[src/rtl/rect_plotter.sv]
`default_nettype none
// ============================================================================
//  Module   : rect_plotter
//  Purpose  : Rectangle pixel-stream generator for vga_adapter (160x120,
//             3-bit colour). Accepts one request per start handshake and
//             emits one pixel per enabled cycle in raster order. Off-screen
//             pixels are clipped: their slot is consumed but plot stays low.
//             A one-cycle done pulse marks the end of each request.
//  Ports    : clk, reset (sync, active-low)
//             start, x0[7:0], y0[6:0], width[7:0], height[6:0], colour_in[2:0]
//             step        - pixel-advance enable
//             outline     - perimeter-only request (RECT_OUTLINE_EN builds)
//             busy, done  - request status
//             x[7:0], y[6:0], colour[2:0], plot - pixel write to vga_adapter
//  Options  : `define RECT_OUTLINE_EN adds the outline input
//  Revision : 1.0 - initial release
// ============================================================================
module rect_plotter #(
   parameter int SCREEN_W = 160,
   parameter int SCREEN_H = 120
) (
   input  logic       clk,
   input  logic       reset,
   input  logic       start,
   input  logic [7:0] x0,
   input  logic [6:0] y0,
   input  logic [7:0] width,
   input  logic [6:0] height,
   input  logic [2:0] colour_in,
   input  logic       step,
`ifdef RECT_OUTLINE_EN
   input  logic       outline,
`endif
   output logic       busy,
   output logic       done,
   output logic [7:0] x,
   output logic [6:0] y,
   output logic [2:0] colour,
   output logic       plot
);

   localparam logic [8:0] c_SCREEN_W = 9'(SCREEN_W);
   localparam logic [7:0] c_SCREEN_H = 8'(SCREEN_H);

   typedef enum logic [1:0] {
      S_IDLE = 2'd0,
      S_DRAW = 2'd1,
      S_DONE = 2'd2
   } state_t;

   state_t     r_state;

   // Latched request
   logic [7:0] r_x0;
   logic [6:0] r_y0;
   logic [7:0] r_w;
   logic [6:0] r_h;
   logic [2:0] r_col;
`ifdef RECT_OUTLINE_EN
   logic       r_outline;
`endif

   // Scan position within the rectangle
   logic [7:0] r_dx;
   logic [6:0] r_dy;

   // Registered outputs
   logic       r_busy;
   logic       r_done;
   logic [7:0] r_x;
   logic [6:0] r_y;
   logic [2:0] r_colour;
   logic       r_plot;

   // Sums carry one extra bit so a wrapped coordinate can never look visible
   logic [8:0] w_sx;
   logic [7:0] w_sy;
   logic       w_row_end;
   logic       w_last_row;
   logic       w_visible;
   logic [7:0] w_dx_next;

   assign w_sx       = {1'b0, r_x0} + {1'b0, r_dx};
   assign w_sy       = {1'b0, r_y0} + {1'b0, r_dy};
   assign w_row_end  = (r_dx == (r_w - 8'd1));
   assign w_last_row = (r_dy == (r_h - 7'd1));
   assign w_visible  = (w_sx < c_SCREEN_W) && (w_sy < c_SCREEN_H);

   // Next column when the current row is not finished. In outline mode an
   // interior row jumps straight from the left edge to the right edge.
   always_comb begin
      w_dx_next = r_dx + 8'd1;
`ifdef RECT_OUTLINE_EN
      if (r_outline && (r_dy != 7'd0) && !w_last_row)
         w_dx_next = r_w - 8'd1;
`endif
   end

   always_ff @(posedge clk) begin
      if (!reset) begin
         r_state  <= S_IDLE;
         r_x0     <= 8'd0;
         r_y0     <= 7'd0;
         r_w      <= 8'd0;
         r_h      <= 7'd0;
         r_col    <= 3'd0;
`ifdef RECT_OUTLINE_EN
         r_outline <= 1'b0;
`endif
         r_dx     <= 8'd0;
         r_dy     <= 7'd0;
         r_busy   <= 1'b0;
         r_done   <= 1'b0;
         r_x      <= 8'd0;
         r_y      <= 7'd0;
         r_colour <= 3'd0;
         r_plot   <= 1'b0;
      end else begin
         case (r_state)
            S_IDLE: begin
               r_done <= 1'b0;
               r_plot <= 1'b0;
               if (start) begin
                  r_x0   <= x0;
                  r_y0   <= y0;
                  r_w    <= width;
                  r_h    <= height;
                  r_col  <= colour_in;
`ifdef RECT_OUTLINE_EN
                  r_outline <= outline;
`endif
                  r_dx   <= 8'd0;
                  r_dy   <= 7'd0;
                  r_busy <= 1'b1;
                  if ((width == 8'd0) || (height == 7'd0)) begin
                     // Empty request completes immediately with no pixels
                     r_state <= S_DONE;
                     r_done  <= 1'b1;
                  end else begin
                     r_state <= S_DRAW;
                  end
               end else begin
                  r_busy <= 1'b0;
               end
            end

            S_DRAW: begin
               if (step) begin
                  r_x      <= w_sx[7:0];
                  r_y      <= w_sy[6:0];
                  r_colour <= r_col;
                  r_plot   <= w_visible;
                  if (w_row_end) begin
                     r_dx <= 8'd0;
                     r_dy <= r_dy + 7'd1;
                     if (w_last_row) begin
                        // Last pixel's plot and done land in the same cycle
                        r_state <= S_DONE;
                        r_done  <= 1'b1;
                     end
                  end else begin
                     r_dx <= w_dx_next;
                  end
               end else begin
                  r_plot <= 1'b0;
               end
            end

            S_DONE: begin
               r_done  <= 1'b0;
               r_busy  <= 1'b0;
               r_plot  <= 1'b0;
               r_state <= S_IDLE;
            end

            default: begin
               r_state <= S_IDLE;
               r_busy  <= 1'b0;
               r_done  <= 1'b0;
               r_plot  <= 1'b0;
            end
         endcase
      end
   end

   assign busy   = r_busy;
   assign done   = r_done;
   assign x      = r_x;
   assign y      = r_y;
   assign colour = r_colour;
   assign plot   = r_plot;

endmodule
`default_nettype wire

[config.mk]
export PLATFORM = sky130hd
export DESIGN_NAME = rect_plotter
export DESIGN_NICKNAME = d
export VERILOG_FILES = /design/src/rtl/rect_plotter.sv
export SDC_FILE = /design/constraint.sdc
export NUM_CORES = 1
export LEC_CHECK = 0
export CAP_MARGIN = 20
export CORE_AREA = 2 2 89 91
export CTS_CLUSTER_SIZE = 14
export DETAILED_ROUTE_END_ITERATION = 10
export DIE_AREA = 0 0 91 93
export PLACE_DENSITY = 0.9
export SYNTH_ARGS = -nofsm -noshare
export SYNTH_HDL_FRONTEND = slang
export SYNTH_SLANG_ARGS = --single-unit
[constraint.sdc]
create_clock -name clk -period 3.25 [get_ports clk]
set_input_delay 0.8125 -clock clk [delete_from_list [all_inputs] [get_ports clk]]
set_output_delay 0.8125 -clock clk [all_outputs]
set_load 0.02 [all_outputs]
==> impl_metrics.yaml <==
sta:
  hold_violations: 0
  max_freq_mhz: 371
  rsz0062_at_grt: "no"
  final.min_clock_period_ns: 2.69
  worst_pin_slew_ns: 0.765
  slew_viol_final: 0
  finClkSkew_ns: 0.0101
  setup_violations: 0
  whs_ns: 0.464
  finalWorstSetupSlack_ns: 0.558
  setup_tns_ns: 0
  period_share_pct: 82.8
  slew_headroom_pct: 48.9
placed_design:
  pre_cts_ws_ns: 0.277
  gp_congestion: 0.908
  io_buffers: 57
  dp_hpwl_um: 7150
min_path:
  hold_path_class: "reg -> reg"
global_routing:
  grt_max_degree: 29
  antenna_found_initial: 0
  grt_pass1_wl_um: 15800
  gr-total-overflow: 0
  track_usage_pct: 23.2
  grt_pass1_vias: 3541
logic_synthesis:
  async_flop_share_pct: 0
  synth_nets: 536
  syn-cell-area_um2: 3980
  synth-main-ff-cell: "dfxtp_1"
  netlist_instances: 478
  synth_top_family_by_area: "simple AND/OR/NAND/NOR gates"
  synth-simple-area-share_pct: 23.3
  synthAdderAreaFrac_pct: 6.98
  syn_avg_cell_area_um2: 8.32
  yosysWarnings: 0
  synth_compound_area_share_pct: 21.3
  ys_seq_area_share_pct: 35.7
  ys_ff_latch: 71
  yosys.cell_types.count: 59
  synth_edf_count: 0
  synthXorXnorAreaFrac_pct: 6.95
  post_synth_mux_area_share_pct: 2.01
detailed_routing:
  drt_iter0_drc: 175
  routed_via_density: 5.77
  vias: 3682
  dr.pass1.iters: 5
  ant_nets: 0
  drc_errors: 0
  wire_per_inst_um: 15.3
  routed_wl_um: 9750
finish:
  final_common_cell: "nand2_1"
  syn_to_final_growth_pct: 22.2
  final_cell_mix: "108 x nand2_1, 71 x dfxtp_1, 56 x clkdlybuf4s50_1, 43 x a21boi_0, 19 x ha_1"
  layout.nets: 589
  utilization_pct: 64.6
  diodes: 0
  drive_above_1_share_pct: 6.90
floorplan:
  dieWidth_um: 91
  rows: 32
  fp.dieH_um: 93
  io_pins: 58
  dieArea_um2: 8460
  core_area_um2: 7530
  start_util_pct: 52.8
cts:
  cts_tree: "done"
  cts-root-buf: "clkbuf_8"
  cts_resized: 0
  ctsHoldBuffers: 0
  clockBufferDepth: 2
  post_cts_buffers: 0
  htreeDepth: 3
  clock_latency_ns: 0.36
  cts_made_buffers: 9
  cts_sinks: 71
  clkSlewWorstSetupHoldPaths_ns: 0.08
pwr:
  p_int_mw: 1.54
  switching_power_mw: 0.637
  pwr-share-comb_pct: 20.3
  p_sw_share_pct: 29.3
  powerDensity_nw_per_um2: 447
  seqPwrFrac_pct: 44.5
  p_leak_nw: 1.83
  ir_drop_mv: 0.300
  clkPwrFrac_pct: 35.2
worst_setup_path:
  cp-end-kind: "flop"
  path_max_fanout: 10
  crit_path_start_kind: "flop"
  critPathRequiredTime_ns: 3.55
  critPathKind: "reg -> reg"
  critPathArrivalTime_ns: 2.99
run:
  maxCapViolCount: 0
status:
  status: "finished, final reports clean"
[synthesized netlist by cell type, types with 6 or more instances]
library cell	instances	area share (%)
o31ai_1	6	1.1
mux2i_1	8	2.0
dfxtp_1	71	36
and2_1	11	1.7
nand2_1	108	10
ha_1	19	6.0
nand3_1	10	1.3
nor2_1	16	1.5
inv_1	16	1.5
nand4_1	9	1.4
xnor2_1	18	4.0
clkbuf_1	23	2.2
o21ai_0	12	1.5
a21boi_0	43	8.1
a21oi_1	14	1.8
xor2_1	11	2.4
[layout make-up]
class                      instances  area [um2]
fill                             641        2670
clock inverter                     4        52.6
multi-input combinational        368        2410
inverter                          16        60.1
tap                              102         128
sequential                        71        1420
timing repair buffer              65         626
clock buffer                      12         165
[layer usage]
metal	global-route usage, %	routed length, um	up-vias
li1	-	-	1777
met1	26.0	3950	1744
met2	41.6	5010	130
met3	5.40	452	31
met4	10.7	339	0
met5	0	0	-
[cells by family after synthesis]
kind of cell / after synthesis
AND/OR/NAND/NOR: 196
AO/OA/AOI/OAI: 113
flip-flops: 71
buffers and inverters: 39
XOR/XNOR: 30
adder cells (fa/ha/maj): 21
multiplexers: 8
[through the flow]
step           power [mW]  cell area (um2)  std cells
5_1_grt              2.27             4860        638
4_1_cts              2.18             4860        638
2_1_floorplan        1.27             3980        478
3_5_place_dp         1.42             4640        622
6_report             2.17             4860        638
3_3_place_gp         1.40             4640        622
[power groups by stage]
stage | clock network, mW | registers (mW) | logic, mW
2_1_floorplan | 0 | 0.985 | 0.286
3_3_place_gp | 0 | 0.983 | 0.414
3_5_place_dp | 0 | 0.987 | 0.435
4_1_cts | 0.774 | 0.966 | 0.439
5_1_grt | 0.812 | 0.973 | 0.482
6_report | 0.766 | 0.967 | 0.440
[sequential cells by signal, indices dropped and copies added, names as in the netlist]
name,flops
plot,1
r_state,2
r_y0,7
r_x0,8
colour,3
r_h,7
busy,1
r_w,8
y,7
r_col,3
done,1
r_dx,8
r_dy,7
x,8
[worst max-delay path, stage by stage (launching register included)]
cell and delay (ns):
dfxtp_1 0.48, inv_1 0.09, ha_1 0.27, nor3b_1 0.17
xnor2_1 0.17, a2111oi_4 0.39, o2111ai_2 0.41, o21ai_0 0.47
nor2b_1 0.18
[worst paths after layout]
kind	start	to	slack, ns	depth (start not counted)
max	r_w[0]$_SDFFE_PN0P_	r_state[1]$_SDFFE_PN0P_	0.56	8
min	x[1]$_SDFFE_PN0P_	x[1]$_SDFFE_PN0P_	0.46	2
min reg2reg	x[1]$_SDFFE_PN0P_	x[1]$_SDFFE_PN0P_	0.46	2
max reg2reg	r_w[0]$_SDFFE_PN0P_	r_state[1]$_SDFFE_PN0P_	0.56	8
No activity file was read; power rests on OpenSTA's default activity.
